### src/rtl/gemm_c_drain.sv
// -----------------------------------------------------------------------------
// gemm_c_drain
//
// Reads the GeMM result SRAM (one M x N output tile per word) after a start
// pulse and streams every element of the M_size x N_size result, one per beat,
// in global row-major order on a valid/ready interface.
//
// Read order: for each tile row tm, for each row r inside the tile, for each
// tile column tn, the tile at tm*NT + tn is read and its row r is emitted.
// Each tile is therefore fetched once per row it contributes.
//
// Ports
//   clk_i, rst_ni      clock, asynchronous active-low reset
//   start_i            start pulse; M_size_i / N_size_i sampled on the same edge
//   M_size_i, N_size_i result rows / columns (multiples of M / N, remainder dropped)
//   sram_c_addr_o      SRAM C read address (held between reads)
//   sram_c_re_o        SRAM C read enable (one cycle per row fetch)
//   sram_c_rdata_i     SRAM C read data, valid the cycle after the read enable
//   m_data_o           stream element
//   m_valid_o          stream valid
//   m_ready_i          stream ready
//   m_last_o           final element of the matrix
//   busy_o             high whenever the controller is not idle
//   done_o             one-cycle completion pulse
//
// All outputs are driven straight from flops.
// -----------------------------------------------------------------------------
module gemm_c_drain #(
    parameter int unsigned OutDataWidth  = 32,
    parameter int unsigned AddrWidth     = 16,
    parameter int unsigned SizeAddrWidth = 8,
    parameter int unsigned M             = 4,
    parameter int unsigned N             = 4
) (
    input  logic                            clk_i,
    input  logic                            rst_ni,
    input  logic                            start_i,
    input  logic [SizeAddrWidth-1:0]        M_size_i,
    input  logic [SizeAddrWidth-1:0]        N_size_i,
    output logic [AddrWidth-1:0]            sram_c_addr_o,
    output logic                            sram_c_re_o,
    input  logic [OutDataWidth*M*N-1:0]     sram_c_rdata_i,
    output logic [OutDataWidth-1:0]         m_data_o,
    output logic                            m_valid_o,
    input  logic                            m_ready_i,
    output logic                            m_last_o,
    output logic                            busy_o,
    output logic                            done_o
);

    localparam int unsigned RowW  = (M > 1) ? $clog2(M) : 1;
    localparam int unsigned ColW  = (N > 1) ? $clog2(N) : 1;
    localparam int unsigned ProdW = 2 * SizeAddrWidth + 1;

    typedef logic [SizeAddrWidth-1:0] size_t;
    typedef logic [RowW-1:0]          row_t;
    typedef logic [ColW-1:0]          col_t;

    localparam size_t SizeZero = SizeAddrWidth'(0);
    localparam size_t SizeOne  = SizeAddrWidth'(1);
    localparam size_t SizeM    = SizeAddrWidth'(M);
    localparam size_t SizeN    = SizeAddrWidth'(N);
    localparam row_t  RowZero  = RowW'(0);
    localparam row_t  RowOne   = RowW'(1);
    localparam row_t  RowLast  = RowW'(M - 1);
    localparam col_t  ColZero  = ColW'(0);
    localparam col_t  ColOne   = ColW'(1);
    localparam col_t  ColLast  = ColW'(N - 1);
    localparam logic [OutDataWidth-1:0] DataZero = OutDataWidth'(0);
    localparam logic [AddrWidth-1:0]    AddrZero = AddrWidth'(0);

    typedef enum logic [2:0] {
        S_IDLE = 3'd0,
        S_READ = 3'd1,
        S_WAIT = 3'd2,
        S_EMIT = 3'd3,
        S_DONE = 3'd4
    } state_e;

    // Linear tile address; the product is formed wide and then cut to the
    // SRAM address width.
    function automatic logic [AddrWidth-1:0] tile_addr(
        input size_t tm,
        input size_t nt,
        input size_t tn
    );
        logic [ProdW-1:0] prod;
        prod = ProdW'(tm) * ProdW'(nt) + ProdW'(tn);
        return AddrWidth'(prod);
    endfunction

    // True when the counters point at the very last element of the matrix.
    function automatic logic is_final(
        input size_t tm,
        input size_t mt,
        input row_t  r,
        input size_t tn,
        input size_t nt,
        input col_t  col
    );
        return (tm == (mt - SizeOne)) && (r == RowLast) &&
               (tn == (nt - SizeOne)) && (col == ColLast);
    endfunction

    // Tile view of the read word: element (r,c) sits at flat index r*N+c.
    logic [M-1:0][N-1:0][OutDataWidth-1:0] tile_s;
    assign tile_s = sram_c_rdata_i;

    state_e                         state_q, state_d;
    size_t                          mt_q, mt_d;
    size_t                          nt_q, nt_d;
    size_t                          tm_q, tm_d;
    size_t                          tn_q, tn_d;
    row_t                           r_q, r_d;
    col_t                           col_q, col_d;
    logic [N-1:0][OutDataWidth-1:0] rowbuf_q, rowbuf_d;

    logic [AddrWidth-1:0]    addr_q, addr_d;
    logic                    re_q, re_d;
    logic [OutDataWidth-1:0] data_q, data_d;
    logic                    valid_q, valid_d;
    logic                    last_q, last_d;
    logic                    busy_q, busy_d;
    logic                    done_q, done_d;

    logic handshake_s;
    logic tn_wrap_s;
    logic r_wrap_s;
    logic tm_wrap_s;

    // Wrap conditions of the nested row-end counters.
    always_comb begin
        handshake_s = valid_q & m_ready_i;
        tn_wrap_s   = (tn_q == (nt_q - SizeOne));
        r_wrap_s    = (r_q == RowLast);
        tm_wrap_s   = (tm_q == (mt_q - SizeOne));
    end

    // Next-state and counter logic of the drain controller.
    always_comb begin
        state_d  = state_q;
        mt_d     = mt_q;
        nt_d     = nt_q;
        tm_d     = tm_q;
        tn_d     = tn_q;
        r_d      = r_q;
        col_d    = col_q;
        rowbuf_d = rowbuf_q;

        case (state_q)
            S_IDLE: begin
                if (start_i) begin
                    mt_d  = M_size_i / SizeM;
                    nt_d  = N_size_i / SizeN;
                    tm_d  = SizeZero;
                    tn_d  = SizeZero;
                    r_d   = RowZero;
                    col_d = ColZero;
                    if ((mt_d == SizeZero) || (nt_d == SizeZero)) begin
                        state_d = S_DONE;
                    end else begin
                        state_d = S_READ;
                    end
                end else begin
                    state_d = S_IDLE;
                end
            end
            S_READ: begin
                state_d = S_WAIT;
            end
            S_WAIT: begin
                // Read data for the address issued in READ is present now.
                rowbuf_d = tile_s[r_q];
                col_d    = ColZero;
                state_d  = S_EMIT;
            end
            S_EMIT: begin
                if (handshake_s) begin
                    if (col_q == ColLast) begin
                        col_d = ColZero;
                        if (tn_wrap_s) begin
                            tn_d = SizeZero;
                            if (r_wrap_s) begin
                                r_d = RowZero;
                                if (tm_wrap_s) begin
                                    tm_d    = SizeZero;
                                    state_d = S_DONE;
                                end else begin
                                    tm_d    = tm_q + SizeOne;
                                    state_d = S_READ;
                                end
                            end else begin
                                r_d     = r_q + RowOne;
                                state_d = S_READ;
                            end
                        end else begin
                            tn_d    = tn_q + SizeOne;
                            state_d = S_READ;
                        end
                    end else begin
                        col_d   = col_q + ColOne;
                        state_d = S_EMIT;
                    end
                end else begin
                    state_d = S_EMIT;
                end
            end
            S_DONE: begin
                state_d = S_IDLE;
            end
            default: begin
                state_d = S_IDLE;
            end
        endcase
    end

    // Output values for the next cycle, derived from the next state so the
    // outputs can be registered without adding latency.
    always_comb begin
        re_d   = (state_d == S_READ);
        busy_d = (state_d != S_IDLE);
        done_d = (state_d == S_DONE);
        if (state_d == S_READ) begin
            addr_d = tile_addr(tm_d, nt_d, tn_d);
        end else begin
            addr_d = addr_q;
        end
        valid_d = (state_d == S_EMIT);
        if (state_d == S_EMIT) begin
            data_d = rowbuf_d[col_d];
            last_d = is_final(tm_d, mt_d, r_d, tn_d, nt_d, col_d);
        end else begin
            data_d = DataZero;
            last_d = 1'b0;
        end
    end

    // State, counter, row buffer and output registers.
    always_ff @(posedge clk_i or negedge rst_ni) begin
        if (!rst_ni) begin
            state_q  <= S_IDLE;
            mt_q     <= SizeZero;
            nt_q     <= SizeZero;
            tm_q     <= SizeZero;
            tn_q     <= SizeZero;
            r_q      <= RowZero;
            col_q    <= ColZero;
            rowbuf_q <= '0;
            addr_q   <= AddrZero;
            re_q     <= 1'b0;
            data_q   <= DataZero;
            valid_q  <= 1'b0;
            last_q   <= 1'b0;
            busy_q   <= 1'b0;
            done_q   <= 1'b0;
        end else begin
            state_q  <= state_d;
            mt_q     <= mt_d;
            nt_q     <= nt_d;
            tm_q     <= tm_d;
            tn_q     <= tn_d;
            r_q      <= r_d;
            col_q    <= col_d;
            rowbuf_q <= rowbuf_d;
            addr_q   <= addr_d;
            re_q     <= re_d;
            data_q   <= data_d;
            valid_q  <= valid_d;
            last_q   <= last_d;
            busy_q   <= busy_d;
            done_q   <= done_d;
        end
    end

    assign sram_c_addr_o = addr_q;
    assign sram_c_re_o   = re_q;
    assign m_data_o      = data_q;
    assign m_valid_o     = valid_q;
    assign m_last_o      = last_q;
    assign busy_o        = busy_q;
    assign done_o        = done_q;

endmodule
### config.mk
export PLATFORM = sky130hd
export DESIGN_NAME = gemm_c_drain
export DESIGN_NICKNAME = d
export VERILOG_FILES = /design/src/rtl/gemm_c_drain.sv
export SDC_FILE = /design/constraint.sdc
export NUM_CORES = 1
export LEC_CHECK = 0
export ABC_AREA = 1
export ABC_CLOCK_PERIOD_IN_PS = 17570
export BUFFER_PORTS_ARGS = -buffer_cell sky130_fd_sc_hd__buf_2
export CAP_MARGIN = 20
export CORE_AREA = 2 2 230 232
export CTS_BUF_LIST = sky130_fd_sc_hd__clkbuf_4 sky130_fd_sc_hd__clkbuf_8
export CTS_CLUSTER_DIAMETER = 120
export DETAILED_ROUTE_END_ITERATION = 8
export DIE_AREA = 0 0 232 234
export GPL_ROUTABILITY_DRIVEN = 1
export PLACE_DENSITY_LB_ADDON = 0.08
export SETUP_SLACK_MARGIN = 0.2
export SKIP_LAST_GASP = 1
export SYNTH_ARGS = -nofsm -noshare
export SYNTH_HDL_FRONTEND = slang
export SYNTH_SLANG_ARGS = --single-unit
### constraint.sdc
create_clock -name clk_i -period 17.57 [get_ports clk_i]
set_clock_uncertainty 0.2 [all_clocks]
set_input_delay 1.757 -clock clk_i [delete_from_list [all_inputs] [get_ports clk_i]]
set_output_delay 1.757 -clock clk_i [all_outputs]
set_load 0.02 [all_outputs]
==> summary.txt, run 1 <==
Layout cells sized above 1 -> 0.2508
CTS tree -> built
Total CTS buffers -> 43
Vias in the first global route -> 17785
Clk pwr share -> 0.198
Number of vias per cell -> 5.082
Clock buffer depth -> 3
Synthesized area -> 16170 µm²
DIE AREA -> 54290 µm²
DRC violations left -> 0
Slew Limit Fails -> 0
Dpl cells -> 3499
Post-synthesis sequential area ratio -> 0.3405
Crit start category -> input pin
Crit path buf inv count -> 6
Crit-path max FO -> 10
Resized cells post-CTS -> 0
Fin area -> 20540 µm²
# IOs -> 585
Critical Path End Type -> flop
Max-slew headroom -> 0.2854
Power Total -> 2.966 mW
Initial antenna violation count -> 17
Most common cell after layout, fill and taps aside -> nand2_1
Setup violators final -> 0
Max Cap Viol -> 0
Syn_nets -> 2979
Commonest non-fill, non-tap cells in the layout -> 626 x nand2_1, 579 x buf_2, 352 x nor2_1
Largest net degree at the start of global routing -> 184
Final wirelength -> 72990 µm
Fin util -> 0.3947
Internal -> 1.546 mW
Core area -> 52020 µm²
Register share of total power -> 0.272
Final Hold Fails -> 0
CP max-delay cell -> fa_1
Post-DRT Antenna Nets -> 0
Switching share of power -> 0.4789
Die Wd -> 232 µm
P_leak -> 10.80 nW
Global-route wire length before repair -> 107600 µm
HPWL after DPL -> 55500 µm
Htree depth -> 2
Final net count -> 3476
Gpl congestion -> 1.012
Initial Util -> 0.3108
Critical Path AT -> 7.52 ns
Min Tclk post-route -> 7.220 ns
Pwr Density -> 144.4 nW/µm²
Clock Sinks -> 220
Library cells used by synthesis -> 46
Worst vdd ir -> 0.08297 mV
Area grow syn2layout -> 27.01%
Worst Tran Pin Value -> 1.065 ns
Finished Layout Cells -> 3583
Total number of vias -> 18208
CP required -> 17.87 ns
Worst skew pair latency -> 0.59 ns
Setup Fix Bufs, Post-CTS -> 0
Kind of critical path -> input pin to flop
Grt total ovfl -> 0
Max Clk Rate -> 138.5 MHz
Post-CTS Hold Buffers -> 0
Setup_tns -> 0 ns
Tot GR Track Use -> 0.2602
Ys Warns -> 0
Mapped Cells -> 2359
Die span in y -> 234 µm
Hold WC Path Type -> flop to flop
Wire per inst -> 20.37 µm
Syn avg cell area -> 6.854 µm²
P_sw -> 1.420 mW
Most used cell, CP -> inv_1
First drt pass iteration count -> 7
RSZ-0062 raised after global routing -> no
Combinational power share -> 0.530
Placed inst area -> 19550 µm²
Critical path's largest stage delay -> 0.54 ns
CP delay by family, top -> adder cells
Port Buffers -> 580
Register bit total from synthesis -> 220
Status -> finished, final reports clean
Clock tree root buffer cell -> clkbuf_8
DRT iter0 DRCs -> 1221
CTS clk-pin slew, worst paths -> 0.06 ns
# rows -> 84
Period utilization -> 0.4110
[final timing paths]
check | start | endpoint | slack, ns | cells after the start
max in group asynchronous | rst_ni | m_data_o[23]$_DFF_PN0_ | 14.07 | 3
min reg2reg | rowbuf_q[13]$_DFF_PN0_ | rowbuf_q[13]$_DFF_PN0_ | 0.27 | 2
min in group asynchronous | rst_ni | m_data_o[4]$_DFF_PN0_ | 1.00 | 1
max reg2reg | r_q[0]$_DFF_PN0_ | sram_c_addr_o[15]$_DFFE_PN0P_ | 10.64 | 28
max | m_ready_i | sram_c_addr_o[15]$_DFFE_PN0P_ | 10.35 | 29
min | rowbuf_q[13]$_DFF_PN0_ | rowbuf_q[13]$_DFF_PN0_ | 0.27 | 2
[routing by layer]
layer  wire, µm  GRT usage  vias to the layer above
li1           -          -                     8797
met1      31770     0.3356                     8756
met2      35340     0.4446                      548
met3       3946    0.04390                      103
met4       1908    0.08073                        4
met5         23          0                        -
[metrics by stage]
step,setup WS [ns],hold slack [ns]
floorplan,10.79,0.2400
global placement,9.749,0.2524
detailed placement,9.688,0.2578
CTS,10.32,0.2706
global route,9.925,0.2862
finish,10.35,0.2696
[kinds of logic after synthesis]
group,count (synthesis),share of synthesized area
flip-flops,220,0.3405
XOR/XNOR,30,0.01625
buffers and inverters,317,0.07576
adder cells (fa/ha/maj),88,0.08852
AND/OR/NAND/NOR,1090,0.2689
AO/OA/AOI/OAI,614,0.2101
[power groups by stage]
stage | registers, mW | clock network (mW) | logic (mW)
final | 0.806 | 0.588 | 1.57
after CTS | 0.805 | 0.605 | 1.60
after global routing | 0.826 | 0.629 | 1.78
after global placement | 0.811 | 0 | 1.57
after floorplan | 0.842 | 0 | 0.998
after detailed placement | 0.813 | 0 | 1.59
[state kept, by name, indices dropped and copies added (netlist names), 2 cells and up]
signal         count
mt_q               8
col_q              2
nt_q               8
tn_q               8
tm_q               8
m_data_o          32
state_q            3
rowbuf_q         128
sram_c_addr_o     16
r_q                2
[worst reg2reg max path: cells and delay by family (launching register included)]
family	cells	cell delay, ns
adder cells (fa/ha/maj)	6	2.68
AND/OR/NAND/NOR	10	1.62
AO/OA/AOI/OAI	6	0.97
flip-flops	1	0.96
buffers and inverters	5	0.26
XOR/XNOR	1	0.15
[cell type report]
type	instances	area, µm²
fillers	5620	31490
multi-input cells	1822	9470
clock inverters	8	121.4
flip-flops and latches	220	5513
inverters	174	664.4
clock buffers	68	848.3
diodes	8	20.02
well taps	688	860.8
repair buffers	595	3038
[synthesized netlist by cell type, drive strengths merged]
| master | instances | area [µm²] |
|---|---|---|
| nand3b | 7 | 52.55 |
| dfrtp | 220 | 5505 |
| a32o | 2 | 20.02 |
| nor4 | 2 | 12.51 |
| inv | 172 | 648.1 |
| fa | 44 | 880.8 |
| xnor2 | 7 | 61.31 |
| nand3 | 59 | 317.8 |
| xor2 | 23 | 201.4 |
| nand2 | 637 | 2426 |
| a21boi | 1 | 7.510 |
| a21oi | 49 | 245.2 |
| o22ai | 129 | 813.3 |
| or3 | 1 | 6.260 |
| a22o | 1 | 8.760 |
| buf | 19 | 103.8 |
| clkinv | 2 | 7.510 |
| o211ai | 2 | 20.02 |
| and2 | 1 | 6.260 |
| a31oi | 65 | 406.6 |
| ha | 44 | 550.5 |
| o31ai | 2 | 20.02 |
| o21bai | 2 | 15.01 |
| clkbuf | 124 | 465.5 |
| nor3 | 7 | 40.04 |
| nand4 | 12 | 75.07 |
| o21ai | 361 | 1841 |
| nor2 | 364 | 1411 |
Power figures use the tool's default switching activity.
==> run 2: changes to the inputs <==
--- a/config.mk
+++ b/config.mk
@@ -5,15 +5,15 @@
 export SDC_FILE = /design/constraint.sdc
 export NUM_CORES = 1
 export LEC_CHECK = 0
-export ABC_AREA = 1
-export ABC_CLOCK_PERIOD_IN_PS = 17570
+export ABC_AREA = 0
+export ABC_CLOCK_PERIOD_IN_PS = 6400
 export BUFFER_PORTS_ARGS = -buffer_cell sky130_fd_sc_hd__buf_2
 export CAP_MARGIN = 20
-export CORE_AREA = 2 2 230 232
+export CORE_AREA = 2 2 228 230
 export CTS_BUF_LIST = sky130_fd_sc_hd__clkbuf_4 sky130_fd_sc_hd__clkbuf_8
 export CTS_CLUSTER_DIAMETER = 120
 export DETAILED_ROUTE_END_ITERATION = 8
-export DIE_AREA = 0 0 232 234
+export DIE_AREA = 0 0 230 232
 export GPL_ROUTABILITY_DRIVEN = 1
 export PLACE_DENSITY_LB_ADDON = 0.08
 export SETUP_SLACK_MARGIN = 0.2
==> constraint.sdc (replaced) <==
create_clock -name clk_i -period 6.4 [get_ports clk_i]
set_clock_uncertainty 0.2 [all_clocks]
set_input_delay 0.64 -clock clk_i [delete_from_list [all_inputs] [get_ports clk_i]]
set_output_delay 0.64 -clock clk_i [all_outputs]
set_load 0.02 [all_outputs]
==> summary.txt, run 2 <==
Worst skew pair latency -> 0.61 ns (+0.02 ns)
Synthesized area -> 15930 µm² (-1.5%)
Max-slew headroom -> 0.3187 (+0.03334)
First drt pass iteration count -> 4 (-3)
Largest net degree at the start of global routing -> 142 (-23%)
Vias in the first global route -> 15410 (-13%)
Kind of critical path -> flop to flop
Clock Sinks -> 220 (unchanged)
Clock buffer depth -> 3 (unchanged)
CTS tree -> built
Switching share of power -> 0.4203 (-0.05856)
Top-count cell post-synth -> nor2_1
DRC violations left -> 0 (unchanged)
Top cell type by total area after synthesis -> dfrtp_1
Fillers -> 5158 (-8.2%)
Total number of vias -> 14850 (-18%)
Syn avg cell area -> 10.64 µm² (+55%)
Area grow syn2layout -> 38.11%
Xor and xnor area share after synthesis -> 0.02529 (+0.009044)
Status -> finished, violations left
Die Wd -> 230 µm (-0.86%)
Pwr Density -> 405.4 nW/µm² (+180%)
Post-synth top area share -> 0.3456 (+0.005162)
Core area -> 50890 µm² (-2.2%)
Dpl cells -> 2833 (-19%)
Commonest non-fill, non-tap cells in the layout -> 579 x buf_2, 261 x nor2_1, 217 x dfrtp_1
Mapped Cells -> 1497 (-37%)
Final worst slack -> -0.6245 ns (-10.97 ns)
Clock tree root buffer cell -> clkbuf_8
Global-route wire length before repair -> 100700 µm (-6.4%)
Clk pwr share -> 0.174 (-0.024)
Internal -> 5.169 mW (+230%)
Fin area -> 22000 µm² (+7.1%)
Top FF cell, synth -> dfrtp_1
Initial Util -> 0.3130 (+0.002209)
Critical Path AT -> 7.31 ns (-0.21 ns)
Critical Path End Type -> flop
CP required -> 6.68 ns (-11.19 ns)
Period utilization -> 1.098
Synth area leaders -> dfrtp_1 35%, mux4_2 18%, mux2_2 9.5%
# IOs -> 585 (unchanged)
Crit start category -> flop
Register bit total from synthesis -> 220 (unchanged)
Ys Warns -> 0 (unchanged)
Adder-Cell Fraction of Synth Area -> 0.08987 (+0.001342)
Htree depth -> 2 (unchanged)
Max Cap Viol -> 0 (unchanged)
Violated checks -> negative setup slack
Final net count -> 2831 (-19%)
Gpl congestion -> 1.002 (-1.0%)
CTS clk-pin slew, worst paths -> 0.06 ns (about the same)
Crit-path max FO -> 5 (-5)
Ys async rst share -> 1.000 (unchanged)
DRT iter0 DRCs -> 881 (-28%)
Worst Tran Pin Value -> 1.022 ns (-0.04286 ns)
RSZ-0062 raised after global routing -> yes
Main combinational cell family by area after synthesis -> multiplexers
Final Hold Fails -> 0 (unchanged)
P_sw -> 3.748 mW (+160%)
P_leak -> 10.29 nW (-4.7%)
Port Buffers -> 580 (unchanged)
# rows -> 83 (-1.2%)
Syn_nets -> 2117 (-29%)
Synth cell count leaders -> 265 x nor2_1, 220 x dfrtp_1, 134 x mux2_2
Combinational power share -> 0.576 (+0.046)
Setup violators final -> 6 (+6)
Register share of total power -> 0.249 (-0.023)
Finished Layout Cells -> 2940 (-18%)
Min Tclk post-route -> 7.024 ns
Hold WC Path Type -> input pin to flop
Max Clk Rate -> 142.4 MHz
Post-synthesis sequential area ratio -> 0.3456 (+0.005162)
Post-synth EDFFs -> 0 (unchanged)
Number of vias per cell -> 5.051 (-0.61%)
Total CTS buffers -> 43 (unchanged)
Library cells used by synthesis -> 68 (+48%)
Max reg flops -> 128 (unchanged)
Tot GR Track Use -> 0.2579 (-0.002278)
Die span in y -> 232 µm (-0.85%)
Placed inst area -> 20760 µm² (+6.2%)
Final wirelength -> 69990 µm (-4.1%)
Worst vdd ir -> 0.2715 mV (+230%)
Mux share of post-synthesis cell area -> 0.2847 (+0.2847)
Post-DRT Antenna Nets -> 0 (unchanged)
Largest Register -> rowbuf_q
Synth Area in Compound Gates -> 0.06002 (-0.1501)
Most common cell after layout, fill and taps aside -> buf_2
Wire per inst -> 23.81 µm (+17%)
Slew Limit Fails -> 0 (unchanged)
Layout cells sized above 1 -> 0.5196 (+0.2688)
Initial antenna violation count -> 38 (+21)
Grt total ovfl -> 0 (unchanged)
DIE AREA -> 53360 µm² (-1.7%)
HPWL after DPL -> 56020 µm (+0.95%)
Synth Area in Simple Gates -> 0.1467 (-0.1222)
## run 2: changes by cell type after synthesis, sizes merged, moves of 22 or more
cell	delta
clkbuf	-57
mux2	+134
nand3	-34
nor2	-99
nor3	+70
a31oi	-58
nand2	-553
a21oi	-22
mux4	+128
inv	-62
o22ai	-124
o21ai	-321
## run 2: per-stage QoR
| step | worst slack [ns] | TNS (ns) | power (mW) | hold slack [ns] | util |
|---|---|---|---|---|---|
| global route | -0.9866 | -4.675 | 9.586 | 0.09281 | 0.4322 |
| finish | -0.6245 | -2.398 | 8.918 | 0.09921 | 0.4323 |
| CTS | -0.6657 | -2.935 | 9.027 | 0.05855 | 0.4295 |
| detailed placement | -0.8322 | -3.954 | 7.402 | 0.2690 | 0.4079 |
| global placement | -0.7998 | -3.812 | 7.364 | 0.2648 | 0.4074 |
| floorplan | -0.6324 | -2.326 | 5.504 | 0.1444 | - |
## run 2: worst paths after layout
kind / startpoint / endpoint / slack, ns / cells after the start
setup / recovery: mt_q[0]$_DFF_PN0_ / sram_c_addr_o[15]$_DFFE_PN0P_ / -0.62 / 27
setup reg to reg: mt_q[0]$_DFF_PN0_ / sram_c_addr_o[15]$_DFFE_PN0P_ / -0.62 / 27
min in group asynchronous: rst_ni / m_data_o[13]$_DFF_PN0_ / 0.44 / 2
hold reg to reg: sram_c_addr_o[10]$_DFFE_PN0P_ / sram_c_addr_o[10]$_DFFE_PN0P_ / 0.27 / 2
hold / removal: M_size_i[5] / mt_q[3]$_DFF_PN0_ / 0.1 / 3
max in group asynchronous: rst_ni / m_data_o[29]$_DFF_PN0_ / 4.24 / 3
## run 2: timing repair
item	CTS	global route
endpoints found under the hold margin	79	0
resized for setup	22	18
setup endpoints to repair	9	10
pin swaps	25	14
setup buffers	8	4
hold buffers	1	0
## run 2: layout make-up
type / count / area [µm²] / area share
Clock buffer: 67 / 853.3 / 0.03879
Antenna cell: 18 / 45.04 / 0.002048
Tap cell: 680 / 850.8 / 0.03868
Timing Repair Buffer: 760 / 4323 / 0.1965
Multi-Input combinational cell: 1075 / 9903 / 0.4502
Inverter: 111 / 419.2 / 0.01905
Clock inverter: 9 / 90.09 / 0.004095
Sequential cell: 220 / 5514 / 0.2507
## run 2: critical path, stage by stage (launching register included)
cell and delay (ns):
dfrtp_1 0.37, or4_4 0.54, or4b_4 0.49, a311o_1 0.35
a211o_1 0.32, o21ai_4 0.21, buf_6 0.14, nor2b_1 0.04
o21ai_1 0.11, o31a_1 0.23, buf_4 0.14, buf_6 0.08
buf_4 0.11, nor2_1 0.05, fa_1 0.47, fa_1 0.50
fa_1 0.49, inv_1 0.05, fa_1 0.47, inv_1 0.04
ha_1 0.27, or2_2 0.30, a31oi_2 0.20, nor2b_1 0.07
o21a_1 0.20, o41ai_2 0.24, xnor2_1 0.15, o21ai_1 0.07
## run 2: cells by family (layout without fill, tap and decap cells)
kind of cell / count (synthesis) / in the layout
multiplexers: 275 / 275
flip-flops: 220 / 220
AND/OR/NAND/NOR: 524 / 524
AO/OA/AOI/OAI: 142 / 142
buffers and inverters: 202 / 947
XOR/XNOR: 46 / 46
other: 0 / 18
adder cells (fa/ha/maj): 88 / 88
## run 2: metal layers
layer	part of all wire	GRT usage	up-vias
met5	0.0014	0	-
met4	0.026	0.09577	16
met3	0.062	0.05710	112
met2	0.50	0.4352	477
met1	0.41	0.3234	7464
li1	-	-	6781
## run 2: power by group through the flow
stage	registers, mW	logic [mW]	clock network (mW)
2_1_floorplan	2.39	3.11	0
4_1_cts	2.23	5.19	1.61
5_1_grt	2.29	5.63	1.67
3_5_place_dp	2.25	5.15	0
3_3_place_gp	2.23	5.13	0
6_report	2.22	5.14	1.55
==> run 3: changes to the inputs <==
--- a/config.mk
+++ b/config.mk
@@ -16,7 +16,8 @@
 export DIE_AREA = 0 0 230 232
 export GPL_ROUTABILITY_DRIVEN = 1
 export PLACE_DENSITY_LB_ADDON = 0.08
-export SETUP_SLACK_MARGIN = 0.2
+export REMOVE_ABC_BUFFERS = 1
+export SETUP_SLACK_MARGIN = 0.5
 export SKIP_LAST_GASP = 1
 export SYNTH_ARGS = -nofsm -noshare
 export SYNTH_HDL_FRONTEND = slang
==> summary.txt, run 3 (synthesized netlist as in run 2, its figures left out) <==
Most used cell, CP -> fa_1
Wire per inst -> 22.65 µm (-4.8%)
Dpl cells -> 2852 (+0.67%)
Crit-path max FO -> 6 (+1)
Hold Path Stages -> 3 (unchanged)
Max Clk Rate -> 138.3 MHz (-2.9%)
Final net count -> 2852 (+0.74%)
RSZ-0062 raised after global routing -> yes
Reg2Reg Capture Point -> sram_c_addr_o[14]$_DFFE_PN0P_
Number of vias per cell -> 5.014 (-0.73%)
Grt total ovfl -> 0 (unchanged)
First drt pass iteration count -> 5 (+1)
Crit path buf inv count -> 7 (+1)
HPWL after DPL -> 53140 µm (-5.1%)
Htree depth -> 2 (unchanged)
Tot GR Track Use -> 0.2506 (-0.007266)
Post-DRT Antenna Nets -> 0 (unchanged)
Max-slew headroom -> 0.2948 (-0.02392)
Final wirelength -> 66780 µm (-4.6%)
Pwr Density -> 403.9 nW/µm² (-0.37%)
CTS tree -> built
Period utilization -> 1.130 (+0.03235)
R2R depth -> 28 (+3.7%)
Largest net degree at the start of global routing -> 130 (-8.5%)
Die span in y -> 232 µm (unchanged)
Hold WC Path Type -> input pin to flop
Worst Tran Pin Value -> 1.055 ns (+0.03333 ns)
Status -> finished, violations left
Crit start category -> flop
# rows -> 83 (unchanged)
Fin util -> 0.4340 (+0.001647)
Violated checks -> negative setup slack
# IOs -> 585 (unchanged)
Setup violators final -> 8 (+2)
Die Wd -> 230 µm (unchanged)
Kind of critical path -> flop to flop
Clock buffer depth -> 3 (unchanged)
CP required -> 6.64 ns (-0.04 ns)
Max Cap Viol -> 0 (unchanged)
Commonest non-fill, non-tap cells in the layout -> 579 x buf_2, 260 x nor2_1, 216 x dfrtp_1
Total CTS buffers -> 45 (+4.7%)
Min-delay src -> M_size_i[7]
CTS clk-pin slew, worst paths -> 0.06 ns (about the same)
Slew Limit Fails -> 0 (unchanged)
Min-Delay Endpoint -> mt_q[5]$_DFF_PN0_
CP max-delay cell -> fa_1
P_leak -> 10.38 nW (+0.95%)
Critical Path End Type -> flop
Worst skew pair latency -> 0.62 ns (about the same)
Clock Sinks -> 220 (unchanged)
Gpl congestion -> 0.9487 (-5.3%)
Area grow syn2layout -> 38.64%
Final worst slack -> -0.8315 ns (-0.2071 ns)
Min Tclk post-route -> 7.232 ns (+0.2071 ns)
RR Startpoint -> mt_q[0]$_DFF_PN0_
DRC violations left -> 0 (unchanged)
Finished Layout Cells -> 2948 (+0.27%)
Initial antenna violation count -> 21 (-45%)
Clock tree root buffer cell -> clkbuf_8
DRT iter0 DRCs -> 766 (-13%)
Global-route wire length before repair -> 99330 µm (-1.4%)
Port Buffers -> 580 (unchanged)
R2R setup slack -> -0.83 ns (-0.21 ns)
DIE AREA -> 53360 µm² (unchanged)
Largest Register -> rowbuf_q
Total number of vias -> 14782 (-0.46%)
Critical Path AT -> 7.47 ns (+0.16 ns)
Max reg flops -> 128 (unchanged)
Fillers -> 5079 (-1.5%)
Layout cells sized above 1 -> 0.5234 (+0.003805)
Core area -> 50890 µm² (unchanged)
Most common cell after layout, fill and taps aside -> buf_2
Initial Util -> 0.3130 (unchanged)
Critical path's largest stage delay -> 0.55 ns (about the same)
Final Hold Fails -> 0 (unchanged)
Worst vdd ir -> 0.2363 mV (-13%)
CP delay by family, top -> adder cells
Vias in the first global route -> 15812 (+2.6%)
-- run 3: cell count changes in the layout (fill, tap and decap cells not counted), sizes merged, moves of 2 or more --
cell,before,now
buf,759,778
diode,18,6
bufinv,1,3
clkbuf,67,65
clkinv,5,7
clkinvlp,2,0
-- run 3: area by class of cell --
class	count	area, µm²	area share
Multi-Input combinational cell	1075	9874	0.4472
Sequential cell	220	5515	0.2498
Timing Repair Buffer	779	4449	0.2015
Tap cell	680	850.8	0.03853
Clock buffer	65	813.3	0.03683
Inverter	111	416.7	0.01887
Clock inverter	12	147.6	0.006686
Antenna cell	6	15.01	0.0006799
-- run 3: layer usage --
metal | global-route usage | routed length (µm)
met2 | 0.4368 | 32780
met1 | 0.3163 | 28290
met3 | 0.04912 | 4023
met4 | 0.06895 | 1568
met5 | 0 | 106
-- run 3: worst max path at each step --
stage                            startpoint                            end  slack, ns  cells after the start
after floorplan            r_q[0]$_DFF_PN0_  sram_c_addr_o[15]$_DFFE_PN0P_      -5.01                     26
after global placement    mt_q[0]$_DFF_PN0_  sram_c_addr_o[15]$_DFFE_PN0P_      -0.96                     29
after detailed placement  mt_q[0]$_DFF_PN0_  sram_c_addr_o[15]$_DFFE_PN0P_      -0.99                     29
after CTS                 mt_q[0]$_DFF_PN0_  sram_c_addr_o[14]$_DFFE_PN0P_      -0.84                     28
after global routing      mt_q[0]$_DFF_PN0_  sram_c_addr_o[14]$_DFFE_PN0P_      -1.11                     28
final                     mt_q[0]$_DFF_PN0_  sram_c_addr_o[14]$_DFFE_PN0P_      -0.83                     28
-- run 3: tightest hold or removal path: cells and delay by family --
family	cells	cell delay, ns
AND/OR/NAND/NOR	2	0.11
buffers and inverters	1	0.09
-- run 3: timing repair --
item / in CTS / in global routing
endpoints found under the hold margin: 96 / 0
hold buffers: 1 / 0
resized for setup: 17 / 31
pin swaps: 11 / 14
setup buffers: 5 / 7
endpoints found under the setup margin: 11 / 12
-- run 3: power breakdown --
part | internal, mW | switching (mW)
Clock | 0.938 | 0.668
Sequential | 2.03 | 0.201
Combinational | 2.28 | 2.80
-- run 3: stage by stage --
step                      cell area, µm²  power [mW]  TNS [ns]  setup WS (ns)  hold slack (ns)
after floorplan                    15580       5.653   -233.86         -5.014           0.1444
after global placement             20810       7.307    -4.476        -0.9613           0.2692
after detailed placement           20810       7.350    -4.695        -0.9879           0.2677
after CTS                          21890       9.037    -3.977        -0.8393          0.03458
after global routing               22070       9.600    -6.186         -1.113          0.06692
final                              22080       8.918    -4.012        -0.8315          0.08985
